### src/rtl/seq_row_merge_adder_pkg.sv
// Shared types and default geometry for the sequential row-merge adder.
// Derived slice counts follow the default width, slice and error position.
package seq_row_merge_adder_pkg;

    typedef enum logic [1:0] {
        IDLE,
        ADD,
        DONE
    } state_t;

    localparam int WIDTH_DEF   = 32;
    localparam int SLICE_DEF   = 8;
    localparam int ERR_POS_DEF = 17;

    localparam int NUM_SLICES = WIDTH_DEF / SLICE_DEF;
    localparam int ERR_SLICE  = ERR_POS_DEF / SLICE_DEF;

endpackage

### src/rtl/seq_row_merge_adder_cpa_slice.sv
// One SLICE-wide carry-propagate step with a 2-bit carry and an optional
// single-bit injection at a fixed offset inside the slice.
module seq_row_merge_adder_cpa_slice #(
    parameter int SLICE   = 8,
    parameter int INJ_OFF = 1
) (
    input  logic [SLICE-1:0] a,
    input  logic [SLICE-1:0] b,
    input  logic [1:0]       cin,
    input  logic             inj,
    input  logic             inj_en,
    output logic [SLICE-1:0] sum,
    output logic [1:0]       cout
);

    logic [SLICE+1:0] full;
    logic [SLICE+1:0] inj_w;

    // Two extra bits hold the worst case: 2*(2^S-1) + 3 + 2^(S-1)
    always_comb begin
        inj_w          = '0;
        inj_w[INJ_OFF] = inj & inj_en;
        full = {2'b00, a} + {2'b00, b} + {{SLICE{1'b0}}, cin} + inj_w;
    end

    assign sum  = full[SLICE-1:0];
    assign cout = full[SLICE+1:SLICE];

endmodule

### src/rtl/seq_row_merge_adder.sv
// Final carry-propagate adder of the approximate multiplier: merges the two
// residual rows plus the dropped-carry flag, SLICE bits per cycle.
module seq_row_merge_adder
    import seq_row_merge_adder_pkg::*;
#(
    parameter int WIDTH   = WIDTH_DEF,
    parameter int SLICE   = SLICE_DEF,
    parameter int ERR_POS = ERR_POS_DEF,
    parameter bit ERR_EN  = 1'b1
) (
    input  logic             clk,
    input  logic             rst_n,
    input  logic             in_valid,
    output logic             in_ready,
    input  logic [WIDTH-1:0] row_a,
    input  logic [WIDTH-1:0] row_b,
    input  logic             err_in,
    output logic             out_valid,
    input  logic             out_ready,
    output logic [WIDTH-1:0] product,
    output logic             err_out,
    output logic             ovf
);

    localparam int NS   = WIDTH / SLICE;
    localparam int ES   = ERR_POS / SLICE;
    localparam int EOFF = ERR_POS % SLICE;
    localparam int CW   = (NS > 1) ? $clog2(NS) : 1;
    localparam int IW   = (WIDTH > 1) ? $clog2(WIDTH) : 1;

    state_t           state_q, state_d;
    logic [WIDTH-1:0] a_q, a_d;
    logic [WIDTH-1:0] b_q, b_d;
    logic [WIDTH-1:0] prod_q, prod_d;
    logic             err_q, err_d;
    logic             ovf_q, ovf_d;
    logic [1:0]       carry_q, carry_d;
    logic [CW-1:0]    cnt_q, cnt_d;

    logic [IW-1:0]    base;
    logic [SLICE-1:0] s_sum;
    logic [1:0]       s_cout;
    logic             inj_en;
    logic             last;
    logic             load;

    assign base   = IW'(cnt_q) * IW'(SLICE);
    assign inj_en = ERR_EN && (cnt_q == CW'(ES));
    assign last   = (cnt_q == CW'(NS - 1));

    seq_row_merge_adder_cpa_slice #(
        .SLICE   (SLICE),
        .INJ_OFF (EOFF)
    ) u_slice (
        .a      (a_q[base +: SLICE]),
        .b      (b_q[base +: SLICE]),
        .cin    (carry_q),
        .inj    (err_q),
        .inj_en (inj_en),
        .sum    (s_sum),
        .cout   (s_cout)
    );

    always_comb begin
        state_d  = state_q;
        a_d      = a_q;
        b_d      = b_q;
        prod_d   = prod_q;
        err_d    = err_q;
        ovf_d    = ovf_q;
        carry_d  = carry_q;
        cnt_d    = cnt_q;
        in_ready = 1'b0;
        load     = 1'b0;
        unique case (state_q)
            IDLE: begin
                in_ready = 1'b1;
                load     = in_valid;
            end
            ADD: begin
                prod_d[base +: SLICE] = s_sum;
                carry_d = s_cout;
                cnt_d   = cnt_q + 1'b1;
                if (last) begin
                    ovf_d   = |s_cout;
                    cnt_d   = '0;
                    state_d = DONE;
                end
            end
            DONE: begin
                // Freeing the result slot lets a new operand pair in on the same edge
                in_ready = out_ready;
                if (out_ready) begin
                    state_d = IDLE;
                    load    = in_valid;
                end
            end
            default: state_d = IDLE;
        endcase
        if (load) begin
            a_d     = row_a;
            b_d     = row_b;
            err_d   = err_in;
            carry_d = '0;
            cnt_d   = '0;
            state_d = ADD;
        end
    end

    always_ff @(posedge clk or negedge rst_n) begin
        if (!rst_n) begin
            state_q <= IDLE;
            a_q     <= '0;
            b_q     <= '0;
            prod_q  <= '0;
            err_q   <= 1'b0;
            ovf_q   <= 1'b0;
            carry_q <= '0;
            cnt_q   <= '0;
        end else begin
            state_q <= state_d;
            a_q     <= a_d;
            b_q     <= b_d;
            prod_q  <= prod_d;
            err_q   <= err_d;
            ovf_q   <= ovf_d;
            carry_q <= carry_d;
            cnt_q   <= cnt_d;
        end
    end

    assign out_valid = (state_q == DONE);
    assign product   = prod_q;
    assign err_out   = err_q;
    assign ovf       = ovf_q;

endmodule

### config.mk
export PLATFORM = sky130hd
export DESIGN_NAME = seq_row_merge_adder
export DESIGN_NICKNAME = d
export VERILOG_FILES = /design/src/rtl/seq_row_merge_adder_pkg.sv /design/src/rtl/seq_row_merge_adder_cpa_slice.sv /design/src/rtl/seq_row_merge_adder.sv
export SDC_FILE = /design/constraint.sdc
export NUM_CORES = 1
export LEC_CHECK = 0
export BUFFER_PORTS_ARGS = -buffer_cell sky130_fd_sc_hd__buf_2
export CORE_UTILIZATION = 54
export DETAILED_ROUTE_END_ITERATION = 7
export HOLD_SLACK_MARGIN = 0.05
export PLACE_DENSITY = 0.79
export SLEW_MARGIN = 20
export SYNTH_ARGS = -nofsm -noshare
export SYNTH_HDL_FRONTEND = slang
export SYNTH_SLANG_ARGS = --single-unit
### constraint.sdc
create_clock -name clk -period 4.8 [get_ports clk]
set_input_delay 0.24 -clock clk [delete_from_list [all_inputs] [get_ports clk]]
set_output_delay 0.24 -clock clk [all_outputs]
set_load 0.01 [all_outputs]
==> qor.yml, run 1 <==
run_status:
  outcome: "finished clean"
power:
  seqPwrFrac_pct: 31.3
  p_total_uw: 4738
  p_sw_uw: 2170
  ir_drop_v: 0.0003964
  power_density_nw_per_um2: 795.4
  p_sw_share_pct: 45.79
  comb_power_share_pct: 56.8
  p_int_uw: 2569
  leakage_uw: 0.003129
  pwr-share-clk_pct: 11.9
synth:
  syn_nets: 584
  synthSimpleGateAreaFrac_pct: 21.23
  async_flop_share_pct: 100.0
  synth_adder_area_share_pct: 5.570
  synth_xor_area_share_pct: 1.252
  synth_top_family_by_area: "simple AND/OR/NAND/NOR gates"
  synth_edf_count: 0
  synth_ff_type: "dfrtp_1"
  yosysWarningCount: 0
  synth_compound_area_share_pct: 9.632
  synth.avg_cell_area_sq_um: 9.893
  synthesis.area_sq_um: 4897
  synth_cell_types: 40
  synthCells: 495
  synth-seq-cells: 104
  yosys-mux-area-fraction_pct: 7.358
  synth-seq-area-share_pct: 53.14
critical_path:
  reg2reg_from: "cnt_q[0]"
  path_class: "flip-flop to flip-flop"
  start_kind: "flip-flop"
  endpoint_kind: "flip-flop"
  cp.required_ps: 5050
  cp_max_fo: 15
  crit_arrival_ps: 4100
  crit_start: "cnt_q[0]"
floorplanning:
  coreArea_sq_um: 8763
  die_h_um: 97.23
  fp-row-count: 34
  ios: 105
  dieArea_sq_um: 9454
  dieWidth_um: 97.23
  initial_utilization_pct: 55.88
drt:
  drt-total-wl_mm: 11.07
  drtAntennaViolNets: 0
  wl_per_cell_um: 15.15
  viasPerCell: 5.451
  first_pass_iters: 4
  route.detailed.drc: 0
  routed-via-count: 3985
  drt_iter0_drc: 259
place:
  port_buffers: 104
  dp_hpwl_mm: 7.940
  placed_cells: 691
  globalplace.congestion: 0.9166
finish:
  final_common_cell: "nand2_1"
  instances_no_fill: 731
  final_cell_mix: "nand2_1, dfrtp_1, buf_2, dlygate4sd3_1, o21ai_0"
  num-nets-final: 707
  drive_gt1_share_pct: 23.92
  antennaDiodeCount: 0
  nFillCells: 665
  area_growth_syn_to_layout_pct: 21.64
cts:
  htreeDepth: 3
  path_clk_slew_ps: 110
  cts_tree: "done"
  cts-root-buf: "clkbuf_8"
  clkSinkCount: 104
  cts_buffer_depth: 2
  cts_inserted_buffers: 9
  post-cts-setup-buffer-count: 0
  postCtsResizedCells: 0
  hold_buffers: 23
  clk_latency_ps: 370
sta:
  finalHoldViolations: 0
  drv_slew: 0
  tightestPinTransition_ps: 716.8
  timing.hold.ws_ps: 58.62
  clock_skew_ps: 14.70
  tns_ps: 0
  max_slew_margin_pct: 52.21
  rsz0062_at_grt: "false"
  min_period_ps: 3848
  setup_viol: 0
  max_clock_freq_mhz: 259.9
  finalCritPeriodShare_pct: 80.17
hold_path:
  worstHoldStart: "row_b[25]"
  hold_path_class: "input port to flip-flop"
global_routing:
  grt_overflow: 0
  grt_start_max_net_pins: 70
  use_met2_pct: 40.57
  grt_pass1_vias: 3923
  antenna_found_initial: 0
  grt_use_total_pct: 24.92
  grt_pass1_wl_mm: 18.70
  met3_usage_pct: 3.741
  grt.busiest_layer: "met2"
  gr-usage-met1_pct: 33.96
run:
  max_cap_violations: 0
==> flip-flops by register name, indices dropped and copies added, names as in the netlist <==
name,cells
cnt_q,2
ovf,1
b_q,32
a_q,32
carry_q,2
err_out,1
state_q,2
product,32
==> logic make-up after synthesis <==
family | Yosys count
AND/OR/NAND/NOR | 261
flip-flops | 104
AO/OA/AOI/OAI | 64
buffers and inverters | 23
adder cells (fa/ha/maj) | 20
multiplexers | 16
XOR/XNOR | 7
==> worst paths after layout <==
check                                   end  slack (ps)  cells after the start
worst max-delay path                    ovf         950                      9
worst min-delay path                b_q[25]          60                      3
worst max register to register          ovf         950                      9
worst min register to register      b_q[29]         480                      2
max in group asynchronous           a_q[20]        3260                      3
min in group asynchronous       product[10]         410                      2
==> through the flow <==
| stage | utilization [%] | cell area, sq um | setup slack, ps |
|---|---|---|---|
| after detailed placement | 62.89 | 5512 | 971.4 |
| after global routing | 67.98 | 5957 | 767.8 |
| after global placement | 62.89 | 5512 | 1053 |
| after floorplan | - | 4897 | 1046 |
| final | 67.98 | 5957 | 952.0 |
| after CTS | 67.85 | 5946 | 960.9 |
==> Yosys cell counts (2+ instances only) <==
cell      instances  area (sq um)
buf_2             2         10.01
nand2_1         225         844.6
mux4_2           16         360.4
fa_1              3         60.06
a21o_2            2         17.52
nand4_1           5         31.28
nand2b_1          3         18.77
inv_1             3         11.26
o21a_1            2         15.01
clkbuf_1         13         48.80
nand3_1           4         20.02
o31ai_1           4         30.03
a211oi_1          2         15.01
nor4_1            3         18.77
buf_1             5         18.77
o21ai_0          21         105.1
nor2b_1           4         25.02
dfrtp_1         104          2603
a21o_1            3         22.52
ha_1             17         212.7
a21oi_1           5         25.02
a22o_1           16         140.1
nor2_1           10         37.54
and2_1            2         12.51
xnor2_1           3         26.28
xor2_1            4         35.03
==> cell type report <==
cell class | count | area (sq um) | share of cell area (%)
Tap cell | 108 | 135.1 | 2.268
Sequential cell | 104 | 2603 | 43.69
Clock inverter | 5 | 62.56 | 1.050
Multi-Input combinational cell | 368 | 2211 | 37.11
Inverter | 3 | 11.26 | 0.1890
Timing Repair Buffer | 132 | 793.3 | 13.32
Clock buffer | 11 | 141.4 | 2.373
==> power by group through the flow <==
stage	Clock (uW)	Sequential, uW	Combinational (uW)
2_1_floorplan	0	1450	1960
3_3_place_gp	0	1490	2550
3_5_place_dp	0	1500	2630
4_1_cts	571	1480	2670
5_1_grt	606	1530	2960
6_report	566	1480	2690
==> routing by layer <==
layer	share of wire, %	wire, um
met2	48	5342
met5	0	0
met4	2.3	255
met1	44	4884
met3	5.3	591
==> worst max-delay path, stage by stage (launching register included) <==
cell and delay (ps):
dfrtp_1 750, mux4_2 580, ha_1 260, fa_1 530, fa_1 430, ha_1 240
fa_1 450, nand3b_1 190, nor4_1 220, o31ai_1 100
No activity file was read; power rests on OpenSTA's default activity.
==> inputs of run 2 (changes only) <==
- clock period: 4.8 -> 3.6 ns (I/O delays scaled with it)
==> run 2 against run 1 <==
Against the previous run:
- wire length increased by 11%
- die area is the same
- fmax increased by 11%
- critical path type unchanged
- highest routed layer unchanged
- critical endpoint is now product[13]
- clock skew down 8.5 ps
- core utilization increased by 5.4 points
==> qor.yml, run 2 (synthesized netlist as in run 1, its figures left out) <==
run:
  max_cap_violations: 0
drt:
  wl_per_cell_um: 15.82
  drt-total-wl_mm: 12.27
  route.detailed.drc: 0
  drtAntennaViolNets: 0
  viasPerCell: 5.545
  routed-via-count: 4303
  first_pass_iters: 5
  drt_iter0_drc: 225
critical_path:
  endpoint: "product[13]"
  cp.required_ps: 3840
  slowest_stage: "fa_1"
  endpoint_kind: "flip-flop"
  path_class: "flip-flop to flip-flop"
  cp_max_fo: 5
  r2r_end: "product[13]"
  start_kind: "flip-flop"
  rrSetupSlack_ps: 140
  reg2reg_from: "cnt_q[0]"
  crit_arrival_ps: 3690
  cp_cell_sequence: "mux4_2, ha_1, fa_1, fa_1, ha_1, fa_1, nand2_1, xor2_1, o21ai_0"
  reg2regPathDepth: 9
  slowest_delay_ps: 520
  crit_start: "cnt_q[0]"
  cpMostUsedCell: "fa_1"
cts:
  cts_tree: "done"
  clkSinkCount: 104
  path_clk_slew_ps: 90
  htreeDepth: 3
  cts_inserted_buffers: 9
  cts_buffer_depth: 2
  clk_latency_ps: 360
  cts-root-buf: "clkbuf_8"
power:
  ir_drop_v: 0.0005644
  leakage_uw: 0.003332
  power_density_nw_per_um2: 1018
  p_total_uw: 6552
floorplanning:
  die_h_um: 97.23
  ios: 105
  dieWidth_um: 97.23
  initial_utilization_pct: 55.88
  coreArea_sq_um: 8763
  dieArea_sq_um: 9454
  fp-row-count: 34
global_routing:
  grt_overflow: 0
  grt_use_total_pct: 27.69
  grt_start_max_net_pins: 67
  grt_pass1_wl_mm: 20.69
  antenna_found_initial: 0
  grt_pass1_vias: 4417
sta:
  setup_viol: 0
  clock_skew_ps: 6.154
  tns_ps: 0
  finalHoldViolations: 0
  max_slew_margin_pct: 57.33
  max_clock_freq_mhz: 289.3
  rsz0062_at_grt: "false"
  fin_ws_ps: 143.9
  finalCritPeriodShare_pct: 96.00
  drv_slew: 0
  min_period_ps: 3456
  tightestPinTransition_ps: 640.1
finish:
  antennaDiodeCount: 0
  area_growth_syn_to_layout_pct: 31.37
  drive_gt1_share_pct: 23.50
  num-nets-final: 753
  final_common_cell: "nand2_1"
  nFillCells: 610
  final_cell_area_sq_um: 6434
  final_cell_mix: "nand2_1, dfrtp_1, buf_2, dlygate4sd3_1, o21ai_0"
place:
  dp_slack_ps: 41.31
  placed_area_sq_um: 5542
  dp_hpwl_mm: 8.154
  port_buffers: 104
  globalplace.congestion: 0.8952
hold_path:
  hold_path_class: "input port to flip-flop"
run_status:
  outcome: "finished clean"
## run 2: cell types whose count changed in the layout (fill, tap and decap cells not counted), sizes merged
cell / delta
clkinvlp: +1
dlygate4sd3: +41
inv: -2
buf: +5
bufinv: +1
clkbuf: -1
## run 2: cell type report
| class | instances | area, sq um | area share, % |
|---|---|---|---|
| multi-input combinational | 368 | 2232 | 34.69 |
| inverter | 3 | 11.26 | 0.1750 |
| sequential | 104 | 2604 | 40.47 |
| clock buffer | 10 | 127.6 | 1.984 |
| tap | 108 | 135.1 | 2.100 |
| timing repair buffer | 178 | 1241 | 19.29 |
| clock inverter | 5 | 82.58 | 1.284 |
## run 2: metrics by stage
step / hold WS (ps) / std cells / util [%]
after floorplan: -115.6 / 495 / -
after global placement: 149.4 / 695 / 63.24
after detailed placement: 156.0 / 695 / 63.24
after CTS: 50.36 / 775 / 73.06
after global routing: 58.54 / 776 / 73.42
final: 57.91 / 776 / 73.42
## run 2: how the worst min path moves through the flow
| stage | depth (start not counted) | slack (ps) | endpoint | from |
|---|---|---|---|---|
| 2_1_floorplan | 0 | -120 | a_q[0] | rst_n |
| 3_3_place_gp | 1 | 150 | product[9] | rst_n |
| 3_5_place_dp | 1 | 160 | product[9] | rst_n |
| 4_1_cts | 3 | 50 | b_q[13] | row_b[13] |
| 5_1_grt | 3 | 60 | b_q[13] | row_b[13] |
| 6_report | 3 | 60 | b_q[13] | row_b[13] |
## run 2: timing repair
| item | 4_1_cts | 5_1_grt |
|---|---|---|
| gates resized for setup | 0 | 5 |
| setup endpoints to repair | 0 | 16 |
| hold buffers | 65 | 0 |
| endpoints found under the hold margin | 98 | 0 |
| setup buffers | 0 | 1 |
## run 2: routing by layer
| metal | track usage, % | share of wire [%] | up-vias |
|---|---|---|---|
| met5 | 0 | 0 | - |
| met4 | 11.99 | 3.1 | 0 |
| met3 | 4.173 | 4.6 | 41 |
| met2 | 49.19 | 52 | 167 |
| met1 | 33.58 | 40 | 2088 |
| li1 | - | - | 2007 |
## run 2: power by group
part | switching, uW | internal (uW) | leakage, uW
Sequential | 302 | 1660 | 0.00133
Combinational | 2280 | 1530 | 0.00191
Clock | 390 | 388 | 0.0000946
## run 2: worst max-delay path, delay by kind of cell, from the launching register on
kind | cells | cell delay, ps
multiplexers | 1 | 510
flip-flops | 1 | 430
AO/OA/AOI/OAI | 1 | 130
adder cells (fa/ha/maj) | 5 | 1910
XOR/XNOR | 1 | 250
AND/OR/NAND/NOR | 1 | 110
==> inputs of run 3 (changes only) <==
- ABC_AREA: default -> 1
==> run 3 against run 2 <==
Against the previous run:
- synthesized cell count increased by 0.61%
- area after synthesis is 4.2% higher
- design area is 4.5% higher
- fmax decreased by 0.91%
- highest routed layer unchanged
- wire length rose by 8.9%
- register-to-register slack got worse by 30 ps
==> qor.yml, run 3 <==
synth:
  synth.avg_cell_area_sq_um: 10.24
  synthesis.area_sq_um: 5101
  synth_area_leaders: "dfrtp_1, mux2_2, o21ai_0"
  synth_cell_types: 34
  yosysMostFrequentCell: "dfrtp_1"
  async_flop_share_pct: 100.0
  synth-seq-area-share_pct: 51.02
  synth_top_area_share_pct: 51.02
  yosysWarningCount: 0
  synth_ff_type: "dfrtp_1"
  synth_top_area_cell: "dfrtp_1"
  syn_nets: 587
  synth-seq-cells: 104
  synth_commonest_cells: "dfrtp_1, nand2_1, mux2_2"
  synth_edf_count: 0
  synthCells: 498
critical_path:
  crit_cells: 15
  endpoint: "product[29]"
  start_kind: "flip-flop"
  r2r_end: "product[29]"
  crit_start: "cnt_q[0]"
  slowest_stage: "fa_1"
  critical-path-top-delay-family: "adder cells"
  slowest_delay_ps: 530
  rrSetupSlack_ps: 110
  path_class: "flip-flop to flip-flop"
  reg2regPathDepth: 15
  crit_buf_inv: 3
  crit_arrival_ps: 3770
  cp_max_fo: 8
  cp_cell_sequence: "clkinvlp_4, o21ai_2, o22ai_1, ha_2, fa_1, fa_1, ha_2, fa_2, nand3_2, nor2_4, buf_12, xnor2_4, inv_1, nand3_2, o21ai_2"
  endpoint_kind: "flip-flop"
  cp.required_ps: 3880
  reg2reg_from: "cnt_q[0]"
hold_path:
  hold_path_class: "input port to flip-flop"
finish:
  nFillCells: 683
  final_cell_area_sq_um: 6721
  num-nets-final: 763
  final_common_cell: "buf_2"
  drive_gt1_share_pct: 35.20
  antennaDiodeCount: 0
  area_growth_syn_to_layout_pct: 31.76
  multi_input_area_sq_um: 2361
  regArea_sq_um: 2605
  final_cell_mix: "buf_2, dfrtp_1, nand2_1, mux2_2, dlygate4sd3_1"
place:
  port_buffers: 104
  dp_hpwl_mm: 8.820
  globalplace.congestion: 0.8680
  placed_area_sq_um: 5777
cts:
  clk_latency_ps: 380
  path_clk_slew_ps: 110
  htreeDepth: 3
  cts_inserted_buffers: 9
  cts_buffer_depth: 2
  clkSinkCount: 104
  cts-root-buf: "clkbuf_8"
  cts_tree: "done"
run_status:
  outcome: "finished clean"
drt:
  wl_per_cell_um: 16.91
  viasPerCell: 5.597
  drt_iter0_drc: 235
  routed-via-count: 4422
  route.detailed.drc: 0
  first_pass_iters: 5
  drtAntennaViolNets: 0
  drt-total-wl_mm: 13.36
global_routing:
  grt_use_total_pct: 28.48
  grt_overflow: 0
  antenna_found_initial: 0
  grt_start_max_net_pins: 44
  grt_pass1_vias: 4477
  grt_pass1_wl_mm: 21.57
run:
  max_cap_violations: 0
sta:
  finalHoldViolations: 0
  timing.hold.ws_ps: 51.90
  max_slew_margin_pct: 59.90
  setup_viol: 0
  finalCritPeriodShare_pct: 96.88
  clock_skew_ps: 18.04
  tightestPinTransition_ps: 599.4
  min_period_ps: 3488
  drv_slew: 0
  max_clock_freq_mhz: 286.7
floorplanning:
  dieWidth_um: 99.20
  die_h_um: 99.20
  ios: 105
  dieArea_sq_um: 9840
  initial_utilization_pct: 55.47
  coreArea_sq_um: 9196
  fp-row-count: 35
[run 3: cell count changes after synthesis, moves of 15 or more]
cell	previous run	this run
nand2_1	225	76
mux2_2	0	65
o21ai_0	21	61
nor2_1	10	43
inv_1	3	30
mux4_2	16	0
o22ai_1	1	17
a22o_1	16	1
[run 3: per-layer routing]
metal / GRT usage (%) / up-vias / part of all wire [%]
met5: 0 / - / 0
met4: 12.90 / 0 / 3.2
met3: 3.795 / 35 / 4.2
met2: 50.46 / 164 / 52
met1: 34.89 / 2166 / 41
li1: - / 2057 / -
[run 3: kinds of logic after synthesis]
logic type	synth area share, %
XOR/XNOR	0.5152
multiplexers	14.35
flip-flops	51.02
AO/OA/AOI/OAI	10.87
adder cells (fa/ha/maj)	5.347
buffers and inverters	3.900
AND/OR/NAND/NOR	14.01
[run 3: layout make-up]
class	instances	share of cell area, %
Sequential cell	104	38.76
Multi-Input combinational cell	344	35.13
Timing Repair Buffer	182	18.95
Tap cell	111	2.066
Clock buffer	9	1.843
Inverter	32	1.843
Clock inverter	7	1.303
Timing Repair inverter	1	0.1117
[run 3: how the worst min path moves through the flow]
stage,start,to,cells after the start,slack [ps]
5_1_grt,row_b[9],b_q[9],2,50
6_report,out_ready,state_q[1],4,50
3_5_place_dp,rst_n,product[0],1,140
2_1_floorplan,rst_n,a_q[0],0,-120
3_3_place_gp,rst_n,product[0],1,140
4_1_cts,row_b[9],b_q[9],2,50
[run 3: worst min-delay path: cells and delay by family]
| family | cells | cell delay, ps |
|---|---|---|
| buf+inv | 2 | 120 |
| simple gates | 2 | 110 |
[run 3: timing repair]
item | 4_1_cts | 5_1_grt
cloned | 0 | 1
setup buffers | 0 | 5
hold buffers | 61 | 0
resized for setup | 2 | 18
hold endpoints to repair | 89 | 0
setup endpoints to repair | 7 | 20
pin swaps | 0 | 5
[run 3: stage by stage]
step	cells	util (%)	setup TNS (ps)	setup slack (ps)
global placement	707	62.82	0	119.5
global route	790	73.09	-64.44	-18.30
detailed placement	707	62.82	-131.9	-68.68
CTS	784	71.85	0	34.09
finish	790	73.09	0	112.2
floorplan	498	-	0	33.36
Power of run 3 is left out: the tool's default activity adds up to more than one toggle a clock period on the data nets, which glitch-free logic cannot reach.
